[src/rtl/tc_accum_if.sv]
// Stream bundle for tc_accum: input beat handshake plus result handshake.
// The DUT side uses the slave modport, the producer/consumer side the master modport.
interface tc_accum_if #(
  parameter int unsigned TILE_M  = 4,
  parameter int unsigned DW_DATA = 8,
  parameter int unsigned DW_ACC  = 32,
  parameter int unsigned CNT_W   = 5
);
  logic                      in_valid;
  logic                      in_ready;
  logic [TILE_M*DW_DATA-1:0] in_data;
  logic                      in_last;
  logic                      out_valid;
  logic                      out_ready;
  logic [TILE_M*DW_ACC-1:0]  out_data;
  logic [CNT_W-1:0]          out_count;
  logic [TILE_M-1:0]         out_sat;

  modport master (
    output in_valid, in_data, in_last, out_ready,
    input  in_ready, out_valid, out_data, out_count, out_sat
  );

  modport slave (
    input  in_valid, in_data, in_last, out_ready,
    output in_ready, out_valid, out_data, out_count, out_sat
  );
endinterface

[src/rtl/tc_accum.sv]
// Per-lane wide accumulator behind tc_array; closes a group on in_last or MAX_BEATS.
// Optional macro TC_ACC_SAT_EN: saturating per-beat adds with sticky per-lane out_sat.
module tc_accum #(
  parameter int unsigned TILE_M    = 4,
  parameter int unsigned DW_DATA   = 8,
  parameter int unsigned DW_ACC    = 32,
  parameter int unsigned MAX_BEATS = 16,
  parameter int unsigned CNT_W     = 5
) (
  input  logic       clk,
  input  logic       reset,
  tc_accum_if.slave  bus
);

  typedef enum logic [1:0] {
    S_IDLE,
    S_ACC,
    S_HOLD
  } state_e;

  state_e state_q, state_d;

  logic [TILE_M-1:0][DW_ACC-1:0] acc_q, acc_d;
  logic [TILE_M-1:0][DW_ACC-1:0] out_data_q, out_data_d;
  logic [TILE_M-1:0][DW_ACC-1:0] sum;
  logic [CNT_W-1:0]              cnt_q, cnt_d;
  logic [CNT_W-1:0]              out_count_q, out_count_d;
  logic [CNT_W-1:0]              cnt_inc;
  logic [DW_DATA-1:0]            lane;
  logic [DW_ACC-1:0]             ext;

  logic out_valid;
  logic in_ready;
  logic accept;
  logic consume;
  logic close;

`ifdef TC_ACC_SAT_EN
  localparam logic [DW_ACC-1:0] ACC_MAX = {1'b0, {(DW_ACC-1){1'b1}}};
  localparam logic [DW_ACC-1:0] ACC_MIN = {1'b1, {(DW_ACC-1){1'b0}}};

  logic [DW_ACC:0]   wide;
  logic [TILE_M-1:0] lane_clamp;
  logic [TILE_M-1:0] sat_q, sat_d;
  logic [TILE_M-1:0] out_sat_q, out_sat_d;
`endif

  assign out_valid = (state_q == S_HOLD);
  assign in_ready  = !out_valid || bus.out_ready;
  assign accept    = bus.in_valid && in_ready;
  assign consume   = out_valid && bus.out_ready;
  assign cnt_inc   = cnt_q + CNT_W'(1);
  assign close     = accept && (bus.in_last || (cnt_inc == CNT_W'(MAX_BEATS)));

  // Per-lane add of the sign-extended beat onto the running sum.
  always_comb begin
    sum  = '0;
    lane = '0;
    ext  = '0;
`ifdef TC_ACC_SAT_EN
    wide       = '0;
    lane_clamp = '0;
`endif
    for (int unsigned i = 0; i < TILE_M; i++) begin
      lane = bus.in_data[i*DW_DATA +: DW_DATA];
      ext  = {{(DW_ACC-DW_DATA){lane[DW_DATA-1]}}, lane};
`ifdef TC_ACC_SAT_EN
      // One guard bit: overflow iff the two top bits of the widened sum disagree.
      wide = {acc_q[i][DW_ACC-1], acc_q[i]} + {ext[DW_ACC-1], ext};
      if (wide[DW_ACC] != wide[DW_ACC-1]) begin
        sum[i]        = wide[DW_ACC] ? ACC_MIN : ACC_MAX;
        lane_clamp[i] = 1'b1;
      end else begin
        sum[i] = wide[DW_ACC-1:0];
      end
`else
      sum[i] = acc_q[i] + ext;
`endif
    end
  end

  always_comb begin
    acc_d       = acc_q;
    cnt_d       = cnt_q;
    out_data_d  = out_data_q;
    out_count_d = out_count_q;
`ifdef TC_ACC_SAT_EN
    sat_d       = sat_q;
    out_sat_d   = out_sat_q;
`endif
    if (accept) begin
      if (close) begin
        out_data_d  = sum;
        out_count_d = cnt_inc;
        acc_d       = '0;
        cnt_d       = '0;
`ifdef TC_ACC_SAT_EN
        out_sat_d   = sat_q | lane_clamp;
        sat_d       = '0;
`endif
      end else begin
        acc_d = sum;
        cnt_d = cnt_inc;
`ifdef TC_ACC_SAT_EN
        sat_d = sat_q | lane_clamp;
`endif
      end
    end
  end

  // HOLD is left only by a consume; a same-cycle close reloads and stays in HOLD.
  always_comb begin
    state_d = state_q;
    case (state_q)
      S_IDLE, S_ACC: begin
        if (close) begin
          state_d = S_HOLD;
        end else if (accept) begin
          state_d = S_ACC;
        end
      end
      S_HOLD: begin
        if (close) begin
          state_d = S_HOLD;
        end else if (consume) begin
          state_d = accept ? S_ACC : S_IDLE;
        end
      end
      default: state_d = S_IDLE;
    endcase
  end

  always_ff @(posedge clk or posedge reset) begin
    if (reset) begin
      state_q     <= S_IDLE;
      acc_q       <= '0;
      cnt_q       <= '0;
      out_data_q  <= '0;
      out_count_q <= '0;
    end else begin
      state_q     <= state_d;
      acc_q       <= acc_d;
      cnt_q       <= cnt_d;
      out_data_q  <= out_data_d;
      out_count_q <= out_count_d;
    end
  end

`ifdef TC_ACC_SAT_EN
  always_ff @(posedge clk or posedge reset) begin
    if (reset) begin
      sat_q     <= '0;
      out_sat_q <= '0;
    end else begin
      sat_q     <= sat_d;
      out_sat_q <= out_sat_d;
    end
  end

  assign bus.out_sat = out_sat_q;
`else
  assign bus.out_sat = '0;
`endif

  assign bus.in_ready  = in_ready;
  assign bus.out_valid = out_valid;
  assign bus.out_data  = out_data_q;
  assign bus.out_count = out_count_q;

endmodule

[src/flat_wrapper.sv]
// flat-port wrapper written by rule: the top's interface ports become plain ports
module tc_accum_flat 
#(
  parameter int unsigned TILE_M    = 4,
  parameter int unsigned DW_DATA   = 8,
  parameter int unsigned DW_ACC    = 32,
  parameter int unsigned MAX_BEATS = 16,
  parameter int unsigned CNT_W     = 5
)
  (clk, reset, bus_in_valid, bus_in_data, bus_in_last, bus_out_ready, bus_in_ready, bus_out_valid, bus_out_data, bus_out_count, bus_out_sat);
  tc_accum_if #(.TILE_M(TILE_M), .DW_DATA(DW_DATA), .DW_ACC(DW_ACC), .CNT_W(CNT_W)) bus_i ();
  input  logic clk;
  input  logic reset;
  input wire logic [$bits(bus_i.in_valid)-1:0] bus_in_valid;
  input wire logic [$bits(bus_i.in_data)-1:0] bus_in_data;
  input wire logic [$bits(bus_i.in_last)-1:0] bus_in_last;
  input wire logic [$bits(bus_i.out_ready)-1:0] bus_out_ready;
  output wire logic [$bits(bus_i.in_ready)-1:0] bus_in_ready;
  output wire logic [$bits(bus_i.out_valid)-1:0] bus_out_valid;
  output wire logic [$bits(bus_i.out_data)-1:0] bus_out_data;
  output wire logic [$bits(bus_i.out_count)-1:0] bus_out_count;
  output wire logic [$bits(bus_i.out_sat)-1:0] bus_out_sat;
  assign bus_i.in_valid = bus_in_valid;
  assign bus_i.in_data = bus_in_data;
  assign bus_i.in_last = bus_in_last;
  assign bus_i.out_ready = bus_out_ready;
  assign bus_in_ready = bus_i.in_ready;
  assign bus_out_valid = bus_i.out_valid;
  assign bus_out_data = bus_i.out_data;
  assign bus_out_count = bus_i.out_count;
  assign bus_out_sat = bus_i.out_sat;
  tc_accum #(.TILE_M(TILE_M), .DW_DATA(DW_DATA), .DW_ACC(DW_ACC), .MAX_BEATS(MAX_BEATS), .CNT_W(CNT_W)) u_core (.clk(clk), .reset(reset), .bus(bus_i));
endmodule
[config.mk]
export PLATFORM = sky130hd
export DESIGN_NAME = tc_accum_flat
export DESIGN_NICKNAME = d
export VERILOG_FILES = /design/src/rtl/tc_accum_if.sv /design/src/rtl/tc_accum.sv /design/src/flat_wrapper.sv
export SDC_FILE = /design/constraint.sdc
export NUM_CORES = 1
export LEC_CHECK = 0
export ABC_AREA = 1
export BUFFER_PORTS_ARGS = -buffer_cell sky130_fd_sc_hd__buf_2
export CAP_MARGIN = 20
export CORE_MARGIN = 5
export CORE_UTILIZATION = 66
export CTS_CLUSTER_DIAMETER = 150
export DETAILED_ROUTE_END_ITERATION = 8
export PLACE_DENSITY = 0.86
export SYNTH_ARGS = -nofsm -noshare
export SYNTH_HDL_FRONTEND = slang
export SYNTH_SLANG_ARGS = --single-unit
[constraint.sdc]
create_clock -name clk -period 18.3 [get_ports clk]
set_input_delay 4.575 -clock clk [delete_from_list [all_inputs] [get_ports clk]]
set_output_delay 4.575 -clock clk [all_outputs]
set_load 0.1 [all_outputs]
== After elaboration in Yosys (flattened, before gate mapping) ==
Cells that the tools add are included.

* Register bits: 268
* Output and inout port bits: 139
* Word-level logic and storage cells: 39

* Add/subtract/negate cells: 5
* Equality and inequality tests: 5
* Mux-type cells: 8
* Reduce and logical (&&, ||, !) cells: 10

{| class="wikitable"
|+ Operators by type and width
! cell !! count
|-
| $add 32x32->32 || 4
|-
| $mux 128 || 1
|-
| $mux 2 || 4
|-
| $add 5x1->5 const B || 1
|-
| $eq 5x5->1 const B || 1
|-
| $mux 5 || 1
|-
| $pmux 2 s2 || 1
|-
| $reduce_and 2->1 || 2
|-
| $logic_and 1x1->1 || 3
|-
| $ne 3x1->1 const B || 1
|-
| $ne 3x3->1 const B || 1
|-
| $eq 2x1->1 const B || 1
|-
| $eq 2x2->1 const B || 1
|-
| $logic_not 2->1 || 1
|-
| $logic_or 1x1->1 || 2
|-
| $reduce_or 2->1 || 1
|-
| $logic_not 1->1 || 1
|-
| $mux 1 || 1
|}

== Depth between registers and ports, before layout ==
Gate-level depths: netlist (run 1).

* Depth after elaboration: 8
* Mapped depth: 13
* Depth with buffers taken out: 13

== Worst setup path after synthesis (run 1) ==
No wires, ideal clock.

* Path kind: input -> output
* Start: input bus_out_ready
* End: output bus_in_ready
* Arrival time: 5.278 ns
* Data required time: 13.725 ns
* Setup slack: 8.447 ns
* Cell stages on the path: 2
* Cell sequence: inv_1 -> nand2_1

* Cells in the longest elaborated chain, start to end: 1

{| class="wikitable"
|+ RTL lines
! item !! RTL line !! RTL
|-
| start: declaration || flat_wrapper.sv:17 || <nowiki>input wire logic [$bits(bus_i.out_ready)-1:0] bus_out_ready;</nowiki>
|-
| $logic_or 1x1->1 || tc_accum.sv:49 || <nowiki>assign in_ready = !out_valid || bus.out_ready;</nowiki>
|-
| end: declaration || flat_wrapper.sv:18 || <nowiki>output wire logic [$bits(bus_i.in_ready)-1:0] bus_in_ready;</nowiki>
|}

Every way passes these cells.

== Worst setup path in the final report (run 1) ==
Same ends and word-level chain as after synthesis.

==> results of run 1 <==
==> routing by layer <==
metal	global-route usage	vias to the layer above	part of all wire
met5	0	-	0
met4	0.116	0	0.036
met3	0.0308	134	0.066
met2	0.554	781	0.47
met1	0.448	9056	0.43
li1	-	9572	-
==> power by group <==
| group | leakage, uW | internal [uW] | switching [uW] |
|---|---|---|---|
| clock | 0.000484 | 366 | 265 |
| sequential | 0.00340 | 828 | 154 |
| combinational | 0.00929 | 600 | 2060 |
| total | 0.0132 | 1790 | 2480 |
==> critical path, delay by kind of cell <==
family / cells / cell delay [ns]
buffers and inverters: 3 / 0.56
AND/OR/NAND/NOR: 1 / 0.13
==> Yosys cell counts <==
| library cell | count |
|---|---|
| nand4_2 | 1 |
| nand2_2 | 2 |
| nand2_1 | 1396 |
| xnor2_1 | 38 |
| and2_1 | 2 |
| dfrtp_1 | 268 |
| buf_4 | 11 |
| nand3_1 | 230 |
| a21oi_1 | 83 |
| buf_1 | 3 |
| buf_2 | 29 |
| conb_1 | 1 |
| a21oi_2 | 1 |
| nand4_1 | 10 |
| clkbuf_1 | 16 |
| inv_2 | 2 |
| nor2_1 | 158 |
| xor2_1 | 27 |
| a21o_1 | 4 |
| buf_6 | 1 |
| o21ai_1 | 9 |
| nor3_1 | 15 |
| ha_1 | 125 |
| o21bai_1 | 6 |
| o22ai_1 | 2 |
| nand3b_1 | 22 |
| fa_1 | 4 |
| xor2_2 | 1 |
| inv_1 | 460 |
| o21ai_0 | 83 |
==> worst paths after layout <==
check | slack [ns] | cells past startpoint | startpoint | to
max in group asynchronous | 11.96 | 5 | reset | u_core.cnt_q[2]
max reg2reg | 14.48 | 10 | u_core.state_q[0] | u_core.acc_q[121]
min | 0.47 | 2 | u_core.bus.out_data[120] | u_core.bus.out_data[120]
max | 8.45 | 4 | bus_out_ready | bus_in_ready
min reg2reg | 0.47 | 2 | u_core.bus.out_data[120] | u_core.bus.out_data[120]
min in group asynchronous | 4.01 | 2 | reset | u_core.bus.out_data[64]
==> state kept, by name, indices dropped and copies added, names as in the netlist <==
name and cells:
u_core.bus.out_count 5, u_core.bus.out_data 128, u_core.acc_q 128, u_core.cnt_q 5, u_core.state_q 2
==> cell type report <==
type	instances	area share
multi-input cells	2223	0.492
flip-flops and latches	268	0.312
inverters	462	0.0811
repair buffers	178	0.0441
clock buffers	36	0.0384
well taps	384	0.0224
clock inverters	19	0.00990
==> logic make-up after synthesis <==
family	Yosys count	share of synthesized area
compound gates	188	0.0504
simple gates	1836	0.380
buf+inv	522	0.106
xor+xnor	66	0.0304
fa+ha+maj	129	0.0853
other cells	1	0.000194
flops	268	0.348
==> through the flow <==
| stage | power, uW | utilization | instances | cell area [sq um] |
|---|---|---|---|---|
| final | 4270 | 0.747 | 3570 | 21500 |
| after global routing | 4540 | 0.747 | 3570 | 21500 |
| after CTS | 4250 | 0.745 | 3568 | 21400 |
| after detailed placement | 3600 | 0.709 | 3513 | 20400 |
| after global placement | 3540 | 0.709 | 3513 | 20400 |
| after floorplan | 3060 | - | 3013 | 19300 |
==> metrics.csv, run 1 <==
stage,metric,value,unit
drt,via count,19500,
placement,global placement routability congestion,0.967,
cts,post-CTS setup buffer count,0,
yosys,sequential element share of the synthesized area,0.348,
cts,Max clock buf depth,3,
sta,final setup vio count,0,
sta,final hold vios,0,
drt,Starting DRT DRC Count,1595,
yosys,"top cells by area, synth","dfrtp_1 35%, nand2_1 27%, inv_1 9.0%",
yosys,number of synthesized register bits,268,
layout,Sequential cell area,6710,sq um
layout,"most common cell after layout, fill and taps aside",nand2_1,
floorplan,I/O pin cnt,176,
sta,Final Critical Period,9.85,ns
layout,"commonest non-fill, non-tap cells in the layout","1396 x nand2_1, 459 x inv_1, 268 x dfrtp_1",
cts,root buffer cell,clkbuf_16,
drt,DRC viols,0,
global_routing,grt total ovfl,0,
yosys,YS warnings,0,
placement,Final HPWL DP,40.3,mm
yosys,Mapped Cells,3010,
drt,Routed WL per cell,15.5,um
worst_setup_path,Worst Path Required,13.73,ns
cts,H-tree levels,1,
drt,DRT Pass-1 Iters,6,
worst_setup_path,crit path DAT,5.27,ns
worst_setup_path,CP Capture Type,output port,
drt,Post-DRT Antenna Nets,0,
layout,Diodes inserted,0,
worst_hold_path,worst min path class,flop to flop,
layout,Syn-to-layout area delta,11.4,%
floorplan,core area,28800,sq um
cts,CTS Sinks,268,
cts,Worst-path clk slew,0.06,ns
floorplan,die height,181,um
global_routing,initial antenna violation count,0,
yosys,synth unique cells,30,
sta,RSZ-0062 raised after global routing,false,
sta,fmax,102,MHz
worst_setup_path,worst-path cell chain,buf_2 > inv_1 > nand2_1 > buf_2,
sta,fin. max-slew vios,0,
worst_setup_path,crit start category,input port,
status,status,completed,
power,Worst VDD drop,0.174,mV
cts,post-CTS sizing,0,
cts,CTS Buf Count,30,
yosys,Synth top area share,0.348,
global_routing,GRT Util Overall,0.329,
sta,Hold Slack,0.475,ns
layout,fill count,2450,
power,PwrDens,199,nW/um^2
placement,Placement Setup Slack,8.45,ns
worst_setup_path,critical path type,input port to output port,
placement,Port-buffer cells,171,
sta,Setup TNS,0,ns
drt,Via density,5.47,
layout,final net count,3329,
sta,Final period util,0.538,
layout,area of the multi-input gates,10600,sq um
yosys,mapped cell area,19300,sq um
layout,ratio of cells with drive above 1 in the final layout,0.0753,
global_routing,first-pass GRT wire length,91.1,mm
worst_setup_path,CP Max Fanout,3,
cts,hold_buf cts,0,
power,Pleak,0.0132,uW
global_routing,vias in the first global route,18700,
sta,worst clock skew,0.0157,ns
sta,worst rel slew slack,0.206,
floorplan,initial core utilization,0.670,
drt,Routed WL,55.3,mm
floorplan,Die W,181,um
worst_setup_path,slowest cell on the critical path,buf_2,
sta,slack of the critical path,8.45,ns
global_routing,largest net degree at the start of global routing,180,
cts,insertion delay to the later sink of the worst-skew pair,0.57,ns
worst_setup_path,most frequent CP cell,buf_2,
floorplan,FP Rows,62,
run,Max-Cap Viols,0,
cts,CTS tree,yes,
sta,Slew @ Worst Pin,1.19,ns
worst_setup_path,crit-path max cell delay,0.45,ns
floorplan,die area,32700,sq um
yosys,Synth area leader,dfrtp_1,
yosys,Mean Syn Cell Area,6.41,sq um
Power figures use the tool's default switching activity.
==> inputs of run 2 (changes only) <==
- CORE_UTILIZATION: 66 -> 55
- PLACE_DENSITY: 0.86 -> 0.77
- clock period: 18.3 -> 7.9 ns (I/O delays scaled with it)
==> metrics.csv, run 2 (same netlist as run 1, synthesis figures left out) <==
stage,metric,value,unit,change
layout,ratio of cells with drive above 1 in the final layout,0.0747,,-0.000651
sta,RSZ-0062 raised after global routing,false,,
global_routing,first-pass GRT wire length,90.2,mm,-1.0%
drt,Routed WL per cell,14.8,um,-4.5%
worst_setup_path,r2r startpoint,u_core.state_q[0],,
power,Pleak,0.0132,uW,about the same
cts,insertion delay to the later sink of the worst-skew pair,0.58,ns,about the same
placement,Port-buffer cells,171,,unchanged
sta,Final period util,0.598,,
sta,worst clock skew,0.00986,ns,-0.00587 ns
worst_setup_path,Worst Path Required,8.42,ns,-5.31 ns
floorplan,core area,34500,sq um,+20%
worst_setup_path,Worst Setup EP,u_core.acc_q[59],,
floorplan,die area,38900,sq um,+19%
floorplan,FP Rows,68,,+9.7%
drt,Routed WL,53.9,mm,-2.5%
drt,Starting DRT DRC Count,1205,,-24%
sta,Slew @ Worst Pin,1.02,ns,-0.172 ns
global_routing,GRT Util Overall,0.277,,-0.0527
status,status,completed,,
global_routing,grt total ovfl,0,,unchanged
drt,Met3 Wirelength,3.20,mm,-12%
cts,post-CTS sizing,0,,unchanged
drt,Top Layer Used,met4,,
layout,final net count,3329,,unchanged
global_routing,initial antenna violation count,0,,unchanged
layout,fill count,3430,,+40%
floorplan,Die W,197,um,+9.0%
cts,post-CTS setup buffer count,0,,unchanged
cts,root buffer cell,clkbuf_16,,
worst_setup_path,worst reg2reg endpoint,u_core.acc_q[59],,
worst_setup_path,critical path type,input port to flop,,
worst_setup_path,crit path DAT,5.25,ns,-0.02 ns
layout,Diodes inserted,0,,unchanged
sta,worst rel slew slack,0.320,,+0.115
power,PwrDens,454,nW/um^2,+130%
drt,Via density,5.14,,-6.2%
drt,DRT Pass-1 Iters,6,,unchanged
drt,via count,18700,,-4.3%
cts,CTS tree,yes,,
power,Worst VDD drop,0.470,mV,+170%
worst_setup_path,CP Capture Type,flop,,
cts,hold_buf cts,0,,unchanged
worst_setup_path,FF-to-FF setup slack,4.14,ns,-10.34 ns
sta,Setup TNS,0,ns,unchanged
sta,fmax,212,MHz,
placement,Final HPWL DP,40.2,mm,-0.15%
sta,final setup vio count,0,,unchanged
cts,CTS Buf Count,30,,unchanged
sta,final hold vios,0,,unchanged
cts,Max clock buf depth,3,,unchanged
drt,M1 wire length,24.4,mm,+2.8%
drt,DR WL met2,24.7,mm,-4.5%
power,total power,9800,uW,+130%
floorplan,die height,197,um,+9.0%
floorplan,I/O pin cnt,176,,unchanged
cts,CTS Sinks,268,,unchanged
global_routing,vias in the first global route,18200,,-3.0%
worst_setup_path,CP Max Fanout,73,,+70
worst_setup_path,CP Launch Point,bus_out_ready,,
layout,"most common cell after layout, fill and taps aside",nand2_1,,
sta,Final Critical Period,4.73,ns,
worst_hold_path,worst min path class,flop to flop,,
cts,Worst-path clk slew,0.06,ns,about the same
worst_setup_path,crit start category,input port,,
drt,DRC viols,0,,unchanged
sta,fin. max-slew vios,0,,unchanged
layout,Syn-to-layout area delta,11.9,%,
floorplan,initial core utilization,0.558,,-0.112
placement,global placement routability congestion,0.965,,-0.21%
cts,H-tree levels,1,,unchanged
worst_setup_path,Reg2Reg Depth,10,,unchanged
global_routing,largest net degree at the start of global routing,180,,unchanged
layout,"commonest non-fill, non-tap cells in the layout","1396 x nand2_1, 459 x inv_1, 268 x dfrtp_1",,
drt,Post-DRT Antenna Nets,0,,unchanged
run,Max-Cap Viols,0,,unchanged
==> run 2: changes by cell type in the layout (fill, tap and decap cells not counted), sizes merged <==
| cell | previous run | this run |
|---|---|---|
| bufinv | 3 | 2 |
| clkinvlp | 8 | 6 |
| clkinv | 4 | 5 |
| clkbuf | 36 | 44 |
| inv | 466 | 461 |
==> run 2: per-stage QoR <==
stage / instance area, sq um / cells / hold WS, ns / utilization / setup slack (ns)
2_1_floorplan: 19300 / 3013 / 0.453 / - / 2.39
3_3_place_gp: 20500 / 3585 / 0.458 / 0.594 / 2.36
3_5_place_dp: 20500 / 3585 / 0.460 / 0.594 / 2.24
4_1_cts: 21600 / 3641 / 0.477 / 0.624 / 2.85
5_1_grt: 21600 / 3642 / 0.493 / 0.625 / 2.94
6_report: 21600 / 3642 / 0.473 / 0.625 / 3.17
==> run 2: layout make-up <==
type | count | area (sq um) | area share
sequential | 268 | 6710 | 0.311
clock buffer | 44 | 893 | 0.0414
tap | 455 | 569 | 0.0264
inverter | 462 | 1740 | 0.0805
multi-input combinational | 2223 | 10600 | 0.490
timing repair buffer | 178 | 966 | 0.0448
clock inverter | 12 | 134 | 0.00620
==> run 2: worst min path at each step <==
stage	startpoint	end	slack (ns)	cells past startpoint
2_1_floorplan	u_core.acc_q[2]	u_core.acc_q[2]	0.45	2
3_3_place_gp	u_core.bus.out_data[60]	u_core.bus.out_data[60]	0.46	2
3_5_place_dp	u_core.bus.out_data[27]	u_core.bus.out_data[27]	0.46	2
4_1_cts	u_core.bus.out_data[81]	u_core.bus.out_data[81]	0.48	2
5_1_grt	u_core.bus.out_data[119]	u_core.bus.out_data[119]	0.49	2
6_report	u_core.bus.out_data[59]	u_core.bus.out_data[59]	0.47	2
==> run 2: critical path, cell delays in order <==
cell	delay (ns)
buf_2	0.07
inv_1	0.04
nand2_1	0.14
nand2_4	0.50
inv_2	0.41
nand3_2	0.55
buf_16	0.39
inv_2	0.48
buf_12	0.39
nand3_1	0.14
nand2_1	0.08
==> run 2: layer usage <==
layer  GRT usage  vias to the layer above
li1            -                     9526
met1       0.382                     8594
met2       0.458                      495
met3      0.0368                       96
met4      0.0804                        0
met5           0                        -
==> run 2: report_power, final <==
part           switching [uW]  leakage (uW)  internal, uW  total, uW
clock                     593      0.000492           847       1440
sequential                340       0.00340          1920       2260
combinational            4710       0.00929          1390       6100
